$ cat src/rtl/mv_pkg.sv
// Shared definitions for the matrix-vector path: word width and sequencer states.
package mv_pkg;

    localparam int unsigned WORD_W = 32;

    typedef enum logic [1:0] {
        IDLE  = 2'd0,
        ISSUE = 2'd1,
        DRAIN = 2'd2,
        OUT   = 2'd3
    } seq_state_e;

endpackage

$ cat src/rtl/row_dot_sequencer_if.sv
// Chunk input, adder-tree/accumulator side and row-sum output of the row sequencer.
interface row_dot_sequencer_if #(
    parameter int unsigned NI = 8
);
    import mv_pkg::*;

    logic                   in_valid;
    logic                   in_ready;
    logic [NI*WORD_W-1:0]   in_data;
    logic [NI*WORD_W-1:0]   dp_data;
    logic                   dp_valid;
    logic                   dp_acc_clr;
    logic [WORD_W-1:0]      dp_sum;
    logic                   out_valid;
    logic                   out_ready;
    logic [WORD_W-1:0]      out_data;

    modport slave (
        input  in_valid, in_data, dp_sum, out_ready,
        output in_ready, dp_data, dp_valid, dp_acc_clr, out_valid, out_data
    );

    modport master (
        output in_valid, in_data, dp_sum, out_ready,
        input  in_ready, dp_data, dp_valid, dp_acc_clr, out_valid, out_data
    );

endinterface

$ cat src/rtl/tag_delay_line.sv
// One-bit shift register of DEPTH stages with synchronous clear.
module tag_delay_line #(
    parameter int unsigned DEPTH = 9
) (
    input  logic clk,
    input  logic rst_n,
    input  logic clr,
    input  logic d,
    output logic q
);

    logic [DEPTH-1:0] sr;

    if (DEPTH == 0) begin : g_bad_depth
        $error("tag_delay_line: DEPTH must be at least 1");
    end

    if (DEPTH == 1) begin : g_one
        always_ff @(posedge clk or negedge rst_n) begin
            if (!rst_n)   sr <= '0;
            else if (clr) sr <= '0;
            else          sr <= d;
        end
    end else begin : g_many
        always_ff @(posedge clk or negedge rst_n) begin
            if (!rst_n)   sr <= '0;
            else if (clr) sr <= '0;
            else          sr <= {sr[DEPTH-2:0], d};
        end
    end

    assign q = sr[DEPTH-1];

endmodule

$ cat src/rtl/row_dot_sequencer.sv
// Feeds one row through the adder tree chunk by chunk, then captures and returns the row sum.
module row_dot_sequencer
    import mv_pkg::*;
#(
    parameter int unsigned NI       = 8,
    parameter int unsigned ROW_LEN  = 64,
    parameter int unsigned TREE_LAT = 9,
    parameter int unsigned ACC_LAT  = 1
) (
    input  logic                clk,
    input  logic                rst_n,
    input  logic                flush,
    row_dot_sequencer_if.slave  bus,
    output logic                busy,
    output logic [15:0]         rows_done
);

    localparam int unsigned CHUNKS  = ROW_LEN / NI;
    localparam int unsigned CNT_W   = $clog2(CHUNKS + 1);
    localparam int unsigned DRAIN_N = TREE_LAT + ACC_LAT;
    localparam int unsigned DRAIN_W = $clog2(DRAIN_N + 1);
    localparam int unsigned GAP_W   = (ACC_LAT > 1) ? $clog2(ACC_LAT) : 1;

    if ((ROW_LEN % NI) != 0 || ROW_LEN == 0 || ACC_LAT == 0 || TREE_LAT == 0) begin : g_bad_params
        $error("row_dot_sequencer: ROW_LEN must be a nonzero multiple of NI, ACC_LAT and TREE_LAT nonzero");
    end

    seq_state_e             state_q, state_d;
    logic [CNT_W-1:0]       chunk_q, chunk_d;
    logic [GAP_W-1:0]       gap_q, gap_d;
    logic [DRAIN_W-1:0]     drain_q, drain_d;
    logic                   ready, accept, capture, deliver;
    logic [NI*WORD_W-1:0]   dp_data_q;
    logic                   dp_valid_q, dp_first_q, acc_clr;
    logic [WORD_W-1:0]      out_data_q;
    logic [15:0]            rows_q;

    always_comb begin
        state_d = state_q;
        chunk_d = chunk_q;
        gap_d   = gap_q;
        drain_d = drain_q;
        ready   = 1'b0;
        accept  = 1'b0;
        capture = 1'b0;
        deliver = 1'b0;
        case (state_q)
            IDLE: begin
                ready = 1'b1;
                if (bus.in_valid) begin
                    accept  = 1'b1;
                    chunk_d = CNT_W'(1);
                    gap_d   = GAP_W'(ACC_LAT - 1);
                    drain_d = '0;
                    state_d = (CHUNKS == 1) ? DRAIN : ISSUE;
                end
            end
            ISSUE: begin
                // gap_cnt keeps successive dp_valid pulses ACC_LAT apart
                if (gap_q != '0) begin
                    gap_d = gap_q - 1'b1;
                end else begin
                    ready = 1'b1;
                    if (bus.in_valid) begin
                        accept  = 1'b1;
                        chunk_d = chunk_q + 1'b1;
                        gap_d   = GAP_W'(ACC_LAT - 1);
                        drain_d = '0;
                        if (chunk_q + 1'b1 == CNT_W'(CHUNKS)) state_d = DRAIN;
                    end
                end
            end
            DRAIN: begin
                if (drain_q == DRAIN_W'(DRAIN_N)) begin
                    capture = 1'b1;
                    state_d = OUT;
                end else begin
                    drain_d = drain_q + 1'b1;
                end
            end
            OUT: begin
                if (bus.out_ready) begin
                    deliver = 1'b1;
                    state_d = IDLE;
                end
            end
            default: state_d = IDLE;
        endcase
        if (flush) begin
            state_d = IDLE;
            chunk_d = '0;
            gap_d   = '0;
            drain_d = '0;
            accept  = 1'b0;
            capture = 1'b0;
            deliver = 1'b0;
        end
    end

    always_ff @(posedge clk or negedge rst_n) begin
        if (!rst_n) begin
            state_q    <= IDLE;
            chunk_q    <= '0;
            gap_q      <= '0;
            drain_q    <= '0;
            dp_data_q  <= '0;
            dp_valid_q <= 1'b0;
            dp_first_q <= 1'b0;
            out_data_q <= '0;
            rows_q     <= '0;
        end else begin
            state_q    <= state_d;
            chunk_q    <= chunk_d;
            gap_q      <= gap_d;
            drain_q    <= drain_d;
            dp_valid_q <= accept;
            dp_data_q  <= accept ? bus.in_data : '0;
            dp_first_q <= accept && (state_q == IDLE);
            if (flush)        out_data_q <= '0;
            else if (capture) out_data_q <= bus.dp_sum;
            if (deliver)      rows_q     <= rows_q + 1'b1;
        end
    end

    // The first chunk's tag reaches the end of the line just as its tree sum hits the accumulator
    tag_delay_line #(.DEPTH(TREE_LAT)) u_clr_delay (
        .clk   (clk),
        .rst_n (rst_n),
        .clr   (flush),
        .d     (dp_first_q),
        .q     (acc_clr)
    );

    assign bus.in_ready   = ready;
    assign bus.dp_data    = dp_data_q;
    assign bus.dp_valid   = dp_valid_q;
    assign bus.dp_acc_clr = acc_clr;
    assign bus.out_valid  = (state_q == OUT);
    assign bus.out_data   = out_data_q;
    assign busy           = (state_q != IDLE);
    assign rows_done      = rows_q;

endmodule
$ cat src/flat_wrapper.sv
// flat-port wrapper written by rule: the top's interface ports become plain ports
module row_dot_sequencer_flat import mv_pkg::*;
#(
    parameter int unsigned NI       = 8,
    parameter int unsigned ROW_LEN  = 64,
    parameter int unsigned TREE_LAT = 9,
    parameter int unsigned ACC_LAT  = 1
)
  (clk, rst_n, flush, busy, rows_done, bus_in_valid, bus_in_data, bus_dp_sum, bus_out_ready, bus_in_ready, bus_dp_data, bus_dp_valid, bus_dp_acc_clr, bus_out_valid, bus_out_data);
  row_dot_sequencer_if #(.NI(NI)) bus_i ();
  input  logic clk;
  input  logic rst_n;
  input  logic flush;
  output logic busy;
  output logic [15:0] rows_done;
  input wire logic [$bits(bus_i.in_valid)-1:0] bus_in_valid;
  input wire logic [$bits(bus_i.in_data)-1:0] bus_in_data;
  input wire logic [$bits(bus_i.dp_sum)-1:0] bus_dp_sum;
  input wire logic [$bits(bus_i.out_ready)-1:0] bus_out_ready;
  output wire logic [$bits(bus_i.in_ready)-1:0] bus_in_ready;
  output wire logic [$bits(bus_i.dp_data)-1:0] bus_dp_data;
  output wire logic [$bits(bus_i.dp_valid)-1:0] bus_dp_valid;
  output wire logic [$bits(bus_i.dp_acc_clr)-1:0] bus_dp_acc_clr;
  output wire logic [$bits(bus_i.out_valid)-1:0] bus_out_valid;
  output wire logic [$bits(bus_i.out_data)-1:0] bus_out_data;
  assign bus_i.in_valid = bus_in_valid;
  assign bus_i.in_data = bus_in_data;
  assign bus_i.dp_sum = bus_dp_sum;
  assign bus_i.out_ready = bus_out_ready;
  assign bus_in_ready = bus_i.in_ready;
  assign bus_dp_data = bus_i.dp_data;
  assign bus_dp_valid = bus_i.dp_valid;
  assign bus_dp_acc_clr = bus_i.dp_acc_clr;
  assign bus_out_valid = bus_i.out_valid;
  assign bus_out_data = bus_i.out_data;
  row_dot_sequencer #(.NI(NI), .ROW_LEN(ROW_LEN), .TREE_LAT(TREE_LAT), .ACC_LAT(ACC_LAT)) u_core (.clk(clk), .rst_n(rst_n), .flush(flush), .bus(bus_i), .busy(busy), .rows_done(rows_done));
endmodule
$ cat config.mk
export PLATFORM = sky130hd
export DESIGN_NAME = row_dot_sequencer_flat
export DESIGN_NICKNAME = d
export VERILOG_FILES = /design/src/rtl/mv_pkg.sv /design/src/rtl/row_dot_sequencer_if.sv /design/src/rtl/tag_delay_line.sv /design/src/rtl/row_dot_sequencer.sv /design/src/flat_wrapper.sv
export SDC_FILE = /design/constraint.sdc
export NUM_CORES = 1
export LEC_CHECK = 0
export BUFFER_PORTS_ARGS = -buffer_cell sky130_fd_sc_hd__buf_2
export CORE_AREA = 2 2 235 237
export CTS_CLUSTER_DIAMETER = 50
export DETAILED_ROUTE_END_ITERATION = 7
export DIE_AREA = 0 0 237 239
export GPL_TIMING_DRIVEN = 0
export SYNTH_ARGS = -nofsm -noshare
export SYNTH_HDL_FRONTEND = slang
export SYNTH_SLANG_ARGS = --single-unit
$ cat constraint.sdc
create_clock -name clk -period 2.2 [get_ports clk]
set_input_delay 0 -clock clk [delete_from_list [all_inputs] [get_ports clk]]
set_output_delay 0 -clock clk [all_outputs]
set_load 0.01 [all_outputs]
==> results of run 1 <==
-- kinds of logic (layout without fill, tap and decap cells) --
group,count (synthesis),in the layout,share of synthesized area [%]
buffers and inverters,46,1019,3.31
other,0,1,0
flip-flops,325,325,72.5
AO/OA/AOI/OAI,53,53,3.82
AND/OR/NAND/NOR,315,315,17.8
XOR/XNOR,16,16,1.25
adder cells (fa/ha/maj),8,8,0.892
multiplexers,4,4,0.379
-- through the flow --
step / total power [µW] / worst slack [ns] / instances / cell area, µm²
floorplan: 8120 / 0.596 / 767 / 11200
global placement: 9450 / -4.95 / 2070 / 15100
detailed placement: 9510 / 0.0951 / 2073 / 15200
CTS: 17200 / 0.0235 / 2442 / 19600
global route: 17800 / 0.00885 / 2444 / 19600
finish: 17000 / 0.182 / 2445 / 19600
-- tightest hold or removal path: cells and delay by family --
kind | cells | cell delay (ns)
buffers and inverters | 3 | 0.97
-- metal layers --
layer  global-route usage (%)  routed length, µm  vias up
met5                        0                  0        -
met1                     15.8              15300     4586
met3                     3.78               2940      101
met2                     22.3              19300      439
li1                         -                  -     4350
met4                     6.27               1510        0
-- cells in the mapped netlist (2+ instances only) --
cell type | count | area [µm²]
nand2b_1 | 3 | 18.8
mux2i_1 | 2 | 20.0
nand4b_1 | 2 | 17.5
buf_2 | 9 | 45.0
xor2_1 | 4 | 35.0
inv_1 | 6 | 22.5
clkbuf_1 | 3 | 11.3
nor2b_1 | 11 | 68.8
and2_1 | 257 | 1610
and3b_1 | 2 | 17.5
nand2_1 | 8 | 30.0
a22oi_1 | 2 | 15.0
ha_1 | 8 | 100
o211ai_1 | 2 | 15.0
nand4_1 | 3 | 18.8
nor3_1 | 2 | 10.0
dfrtp_1 | 325 | 8130
buf_4 | 4 | 30.0
and3_1 | 3 | 18.8
nor2_1 | 5 | 18.8
nand3b_1 | 2 | 15.0
a21oi_1 | 8 | 40.0
xnor2_1 | 12 | 105
a22o_1 | 32 | 280
mux2_2 | 2 | 22.5
nand3_1 | 9 | 45.0
buf_6 | 23 | 259
-- worst paths after layout --
check / from / to / slack (ns)
setup / recovery: u_core.state_q[1] / u_core.bus.dp_data[102] / 0.18
hold / removal: rst_n / u_core.bus.dp_data[166] / 0.05
setup reg to reg: u_core.state_q[1] / u_core.bus.dp_data[102] / 0.18
hold reg to reg: u_core.u_clr_delay.sr[3] / u_core.u_clr_delay.sr[4] / 0.47
max in group asynchronous: rst_n / u_core.rows_done[10] / 1.35
min in group clk: bus_in_data[48] / u_core.bus.dp_data[48] / 0.19
-- where the power goes --
group / switching [µW] / internal (µW) / total [µW]
Sequential: 216 / 6550 / 6770
Clock: 2700 / 4440 / 7140
Combinational: 1590 / 1490 / 3080
-- timing repair --
action                                  4_1_cts  5_1_grt
setup buffers                                 0        2
hold buffers                                294        0
resized for setup                             0        3
hold endpoints to repair                    561        0
endpoints found under the setup margin        0        3
-- registers in the layout (all words and copies together), names as in the netlist --
register / cells
u_core.bus.dp_valid: 1
u_core.drain_q: 4
u_core.dp_first_q: 1
u_core.bus.dp_data: 256
u_core.u_clr_delay.sr: 9
u_core.rows_done: 16
u_core.bus.out_data: 32
u_core.chunk_q: 4
u_core.state_q: 2
-- cell type report --
type	count	area (µm²)
fill	5120	34700
sequential	325	8130
timing repair buffer	898	6070
multi-input combinational	396	2720
clock buffer	59	1240
tap	704	881
buffer	39	347
clock inverter	16	228
inverter	7	26.3
antenna	1	2.50
-- cells in the final DEF (no fill, tap or decap), types with 5 or more instances in the layout --
master / synthesis / final
clkbuf_1: 3 / 10
buf_6: 23 / 23
and2_1: 257 / 257
nand3_1: 9 / 9
buf_2: 9 / 607
dlygate4sd3_1: 0 / 293
ha_1: 8 / 8
a22o_1: 32 / 32
nor2_1: 5 / 5
dfrtp_1: 325 / 325
nand2_1: 8 / 8
clkbuf_16: 0 / 45
a21oi_1: 8 / 8
inv_1: 6 / 6
buf_4: 4 / 6
xnor2_1: 12 / 12
nor2b_1: 11 / 11
clkbuf_8: 0 / 6
==> run metrics, run 1 <==
Critical Path Start Type register; Post-Syn Nets 1068; worst-path cell chain inv_1, ha_1, nor2_2, inv_2, nand2_4, nor2_8, buf_6, buf_6, and2_1; vias 9476; Std-Cell Rows 86; H-tree depth 2; vias in the first global route 10.7k; Rel. slew slack roughly 55%; Synth warnings 0; fin crit period roughly 2.0 ns; Core Area 54300 µm²; HPWL Detailed 26.5 mm; Final Hold Violating Endpoints 0; CP max stage delay 0.41 ns; first-pass detailed-route iteration total 4; die span in x 237 µm; WP data arrival between 2 and 2.5 ns; fin util 36.1%; number of buffer and inverter stages on the critical path 4; Seq/Total Area, Yosys 72.5%; number of synthesized flops with an enable pin 0; Final ANT Viol Nets 0; Overflow after GRT 0; cell repeated most along the worst path buf_6; TritonCTS Sinks about 330; critical path's slowest cell dfrtp_1; # setup viols final 0; Top Family by Delay on Critical Path simple AND/OR/NAND/NOR gates; crit-path max FO 10; initial detailed-routing violation count 431; post-synth cell types 45; final setup skew 0.0185 ns; GRT Total Usage 13.3%; peak supply drop 713 µV; Routed WL ~39 mm; Worst Tran Pin Value 0.669 ns; ys async rst share 100%; syn avg cell area ~15 µm²; GPL Wtd Cong 0.811; die area about 57000 µm²; critical path type reg -> reg; first-pass GRT wire length about 59 mm; largest net degree at the start of global routing about 120; clock root buffer clkbuf_16; LEAKAGE approximately 0.011 µW; outcome finished clean; initial antenna violation count 2; CTS buffer count 42; Die Ht between 200 and 250 µm; routed vias/inst 3.88; WP depth 9; layout cells sized above 1 between 40% and 50%; Final nets 2010; PortBufs 599; Longest Clk Path Bufs 3; Critical Path Sink Type register; DRC 0; post-synthesis sequential element count around 330; max-capacitance violation count 0; RSZ-0062 raised after global routing no; IO Pins about 600; Hold WC Path Type in -> async; Reg clk slew, reported paths 0.06 ns; Power Density 865 nW/µm²; Syn-to-layout area delta 75.1%; Worst Path Required roughly 2.7 ns; latest clock arrival within the worst-skew pair 0.55 ns; worst reg-to-reg path cell count 9; worst hold margin 0.0517 ns; max-slew violation count 0; synthesized area between 10000 and 15000 µm²; Post-Syn Instances 767; CTS tree built; setup TNS 0 ns; drt wl/cell 16.0 µm; Post-synth top flop dfrtp_1; Final period util between 90% and 100%; fmax 0.496 GHz; Starting Density 20.6%
(Power assumes the default switching activity.)
==> inputs of run 2 (changes only) <==
--- a/config.mk
+++ b/config.mk
@@ -6,11 +6,15 @@
 export NUM_CORES = 1
 export LEC_CHECK = 0
 export BUFFER_PORTS_ARGS = -buffer_cell sky130_fd_sc_hd__buf_2
-export CORE_AREA = 2 2 235 237
+export CELL_PAD_IN_SITES_DETAIL_PLACEMENT = 1
+export CELL_PAD_IN_SITES_GLOBAL_PLACEMENT = 2
+export CORE_AREA = 2 2 236 238
 export CTS_CLUSTER_DIAMETER = 50
 export DETAILED_ROUTE_END_ITERATION = 7
-export DIE_AREA = 0 0 237 239
+export DIE_AREA = 0 0 238 240
 export GPL_TIMING_DRIVEN = 0
+export PLACE_DENSITY_LB_ADDON = 0.1
+export SLEW_MARGIN = 20
 export SYNTH_ARGS = -nofsm -noshare
 export SYNTH_HDL_FRONTEND = slang
 export SYNTH_SLANG_ARGS = --single-unit
==> run 2 against run 1 <==
Clock-buffer cell count rose by 11. Final cell count is 0.94% higher. First-iteration DRC count shrank 55%. Cell area grew 1.7%. Maximum frequency is 3.8% higher. Worst setup slack better by 0.073 ns. Via count decreased by 0.40%. Routed wire length rose by 21%. Power increased by 8.0%. Combinational power rose by 4%. Sequential share of layout area fell by 0.68 points. Largest power group unchanged. Highest routed layer is now met5.
==> run metrics, run 2 (synthesized netlist as in run 1, its figures left out) <==
Internal Power 13400 µW (was 12500 µW); Die Ht 240 µm (was 239 µm); H-tree depth 2 (unchanged); CTS buffer count 53 (was 42); fin crit period 1.94 ns (was 2.02 ns); first-pass detailed-route iteration total 4 (unchanged); Syn-to-layout area delta 78.0% (was 75.1%); Rel. slew slack 63.5% (was 55.4%); HPWL Detailed 35.8 mm (was 26.5 mm); DRC 0 (unchanged); final cell count without fillers 2468 (was 2445); clock network fraction of total power 45.8% (was 42.0%); fmax 0.514 GHz (was 0.496 GHz); register share of total power 36.8% (was 39.8%); layout cells sized above 1 42.0% (was 41.4%); largest net degree at the start of global routing 88 (was 122); PortBufs 599 (unchanged); GPL Wtd Cong 0.749 (was 0.811); worst hold margin 0.159 ns (was 0.0517 ns); RSZ-0062 raised after global routing no (unchanged); Power Density 919 nW/µm² (was 865 nW/µm²); first-pass GRT wire length 68.9 mm (was 58.8 mm); Critical Path Sink Type register (unchanged); Hold WC Path Type in -> reg (was in -> async); # setup viols final 0 (unchanged); Routed WL 47.1 mm (was 39.0 mm); TritonCTS Sinks 325 (unchanged); die span in x 238 µm (was 237 µm); Worst Path Required 2.69 ns (was 2.67 ns); initial detailed-routing violation count 194 (was 431); max-slew violation count 0 (unchanged); worst setup margin 0.256 ns (was 0.182 ns); crit-path max FO 10 (unchanged); Longest Clk Path Bufs 3 (unchanged); Core Area 54700 µm² (was 54300 µm²); max-capacitance violation count 0 (unchanged); outcome finished clean (unchanged); area post-placement 15200 µm² (about the same); clock root buffer clkbuf_16 (unchanged); switch share 26.9% (was 26.5%); latest clock arrival within the worst-skew pair 0.58 ns (was 0.55 ns); Switch Pwr 4940 µW (was 4500 µW); GRT Total Usage 16.2% (was 13.3%); drt wl/cell 19.1 µm (was 16.0 µm); CTS tree built (unchanged); Critical Path Start Type register (unchanged); vias in the first global route 10.8k (was 10.7k); most frequent cells in the layout 607 x buf_2, 325 x dfrtp_1, 293 x dlygate4sd3_1 (unchanged); WP data arrival 2.43 ns (was 2.49 ns); Final ANT Viol Nets 0 (unchanged); routed vias/inst 3.82 (was 3.88); Final Hold Violating Endpoints 0 (unchanged); Starting Density 20.5% (was 20.6%); Reg clk slew, reported paths 0.05 ns (was 0.06 ns); Std-Cell Rows 86 (unchanged); Overflow after GRT 0 (unchanged); Worst Tran Pin Value 0.548 ns (was 0.669 ns); critical path type reg -> reg (unchanged); Place WS 0.0755 ns (was 0.0951 ns); peak supply drop 596 µV (was 713 µV); final setup skew 0.0216 ns (was 0.0185 ns); LEAKAGE 0.0108 µW (was 0.0106 µW); Final period util 88.4% (was 91.7%); max reg flops 256 (unchanged); most common cell after layout, fill and taps aside buf_2 (unchanged); placed cells 2074 (was 2073); Logic pwr share 17.4% (was 18.1%); die area 57100 µm² (was 56600 µm²); vias 9438 (was 9476); IO Pins 602 (unchanged); post-route cell area 20000 µm² (was 19600 µm²); Final nets 2020 (was 2010); initial antenna violation count 7 (was 2); r2r setup slk 0.26 ns (was 0.18 ns)
==> run 2: cell types whose count changed in the layout (fill, tap and decap cells not counted), sizes merged <==
cell    before  now
clkinv       4   13
bufinv       4    6
diode        1    3
buf        641  640
clkbuf      62   73
==> run 2: critical path: stages, from the launching register on <==
cell and delay, ns:
dfrtp_1 0.41, inv_1 0.10, ha_2 0.28, nor2_2 0.07, inv_2 0.10, nand2_4 0.11
nor2_8 0.21, buf_6 0.23, buf_6 0.15, and2_1 0.19
==> run 2: worst paths after layout <==
kind	start	endpoint	cells after the start
setup reg to reg	u_core.state_q[1]	u_core.bus.dp_data[142]	9
hold / removal	bus_in_data[127]	u_core.bus.dp_data[127]	3
setup / recovery	u_core.state_q[1]	u_core.bus.dp_data[142]	9
min in group asynchronous	rst_n	u_core.bus.dp_data[8]	4
max in group asynchronous	rst_n	u_core.bus.dp_data[42]	5
hold reg to reg	u_core.u_clr_delay.sr[4]	u_core.u_clr_delay.sr[5]	1
==> run 2: per-stage QoR <==
| step | utilization [%] | setup TNS [ns] | power, µW |
|---|---|---|---|
| final | 36.5 | 0 | 18300 |
| after global routing | 36.5 | 0 | 19300 |
| after CTS | 36.5 | 0 | 18800 |
| after detailed placement | 27.8 | 0 | 9670 |
| after global placement | 27.6 | -1907.99 | 9630 |
| after floorplan | - | 0 | 8120 |
==> run 2: layer usage <==
layer  track usage (%)  routed length, µm
met5                 0                 44
met4              5.95               1490
met3              6.19               4070
met2              28.4              24000
met1              17.9              17500
==> run 2: final cells by class <==
| type | instances | area [µm²] |
|---|---|---|
| repair buffers | 897 | 6080 |
| clock inverters | 27 | 332 |
| multi-input cells | 396 | 2710 |
| clock buffers | 70 | 1450 |
| well taps | 704 | 881 |
| diodes | 3 | 7.51 |
| fillers | 6056 | 34700 |
| inverters | 7 | 26.3 |
| plain buffers | 39 | 345 |
| flip-flops and latches | 325 | 8130 |
==> run 2: power by group through the flow <==
stage | logic, µW | registers [µW] | clock network, µW
5_1_grt | 3500 | 6810 | 8990
2_1_floorplan | 979 | 7140 | 0
3_5_place_dp | 2830 | 6840 | 0
4_1_cts | 3290 | 6760 | 8730
3_3_place_gp | 2790 | 6840 | 0
6_report | 3190 | 6750 | 8410
==> run 2: timing repair <==
action,CTS,global route
buffers inserted,0,0
endpoints found under the setup margin,0,6
hold endpoints to repair,469,0
gates resized for setup,0,1
hold buffers,294,0
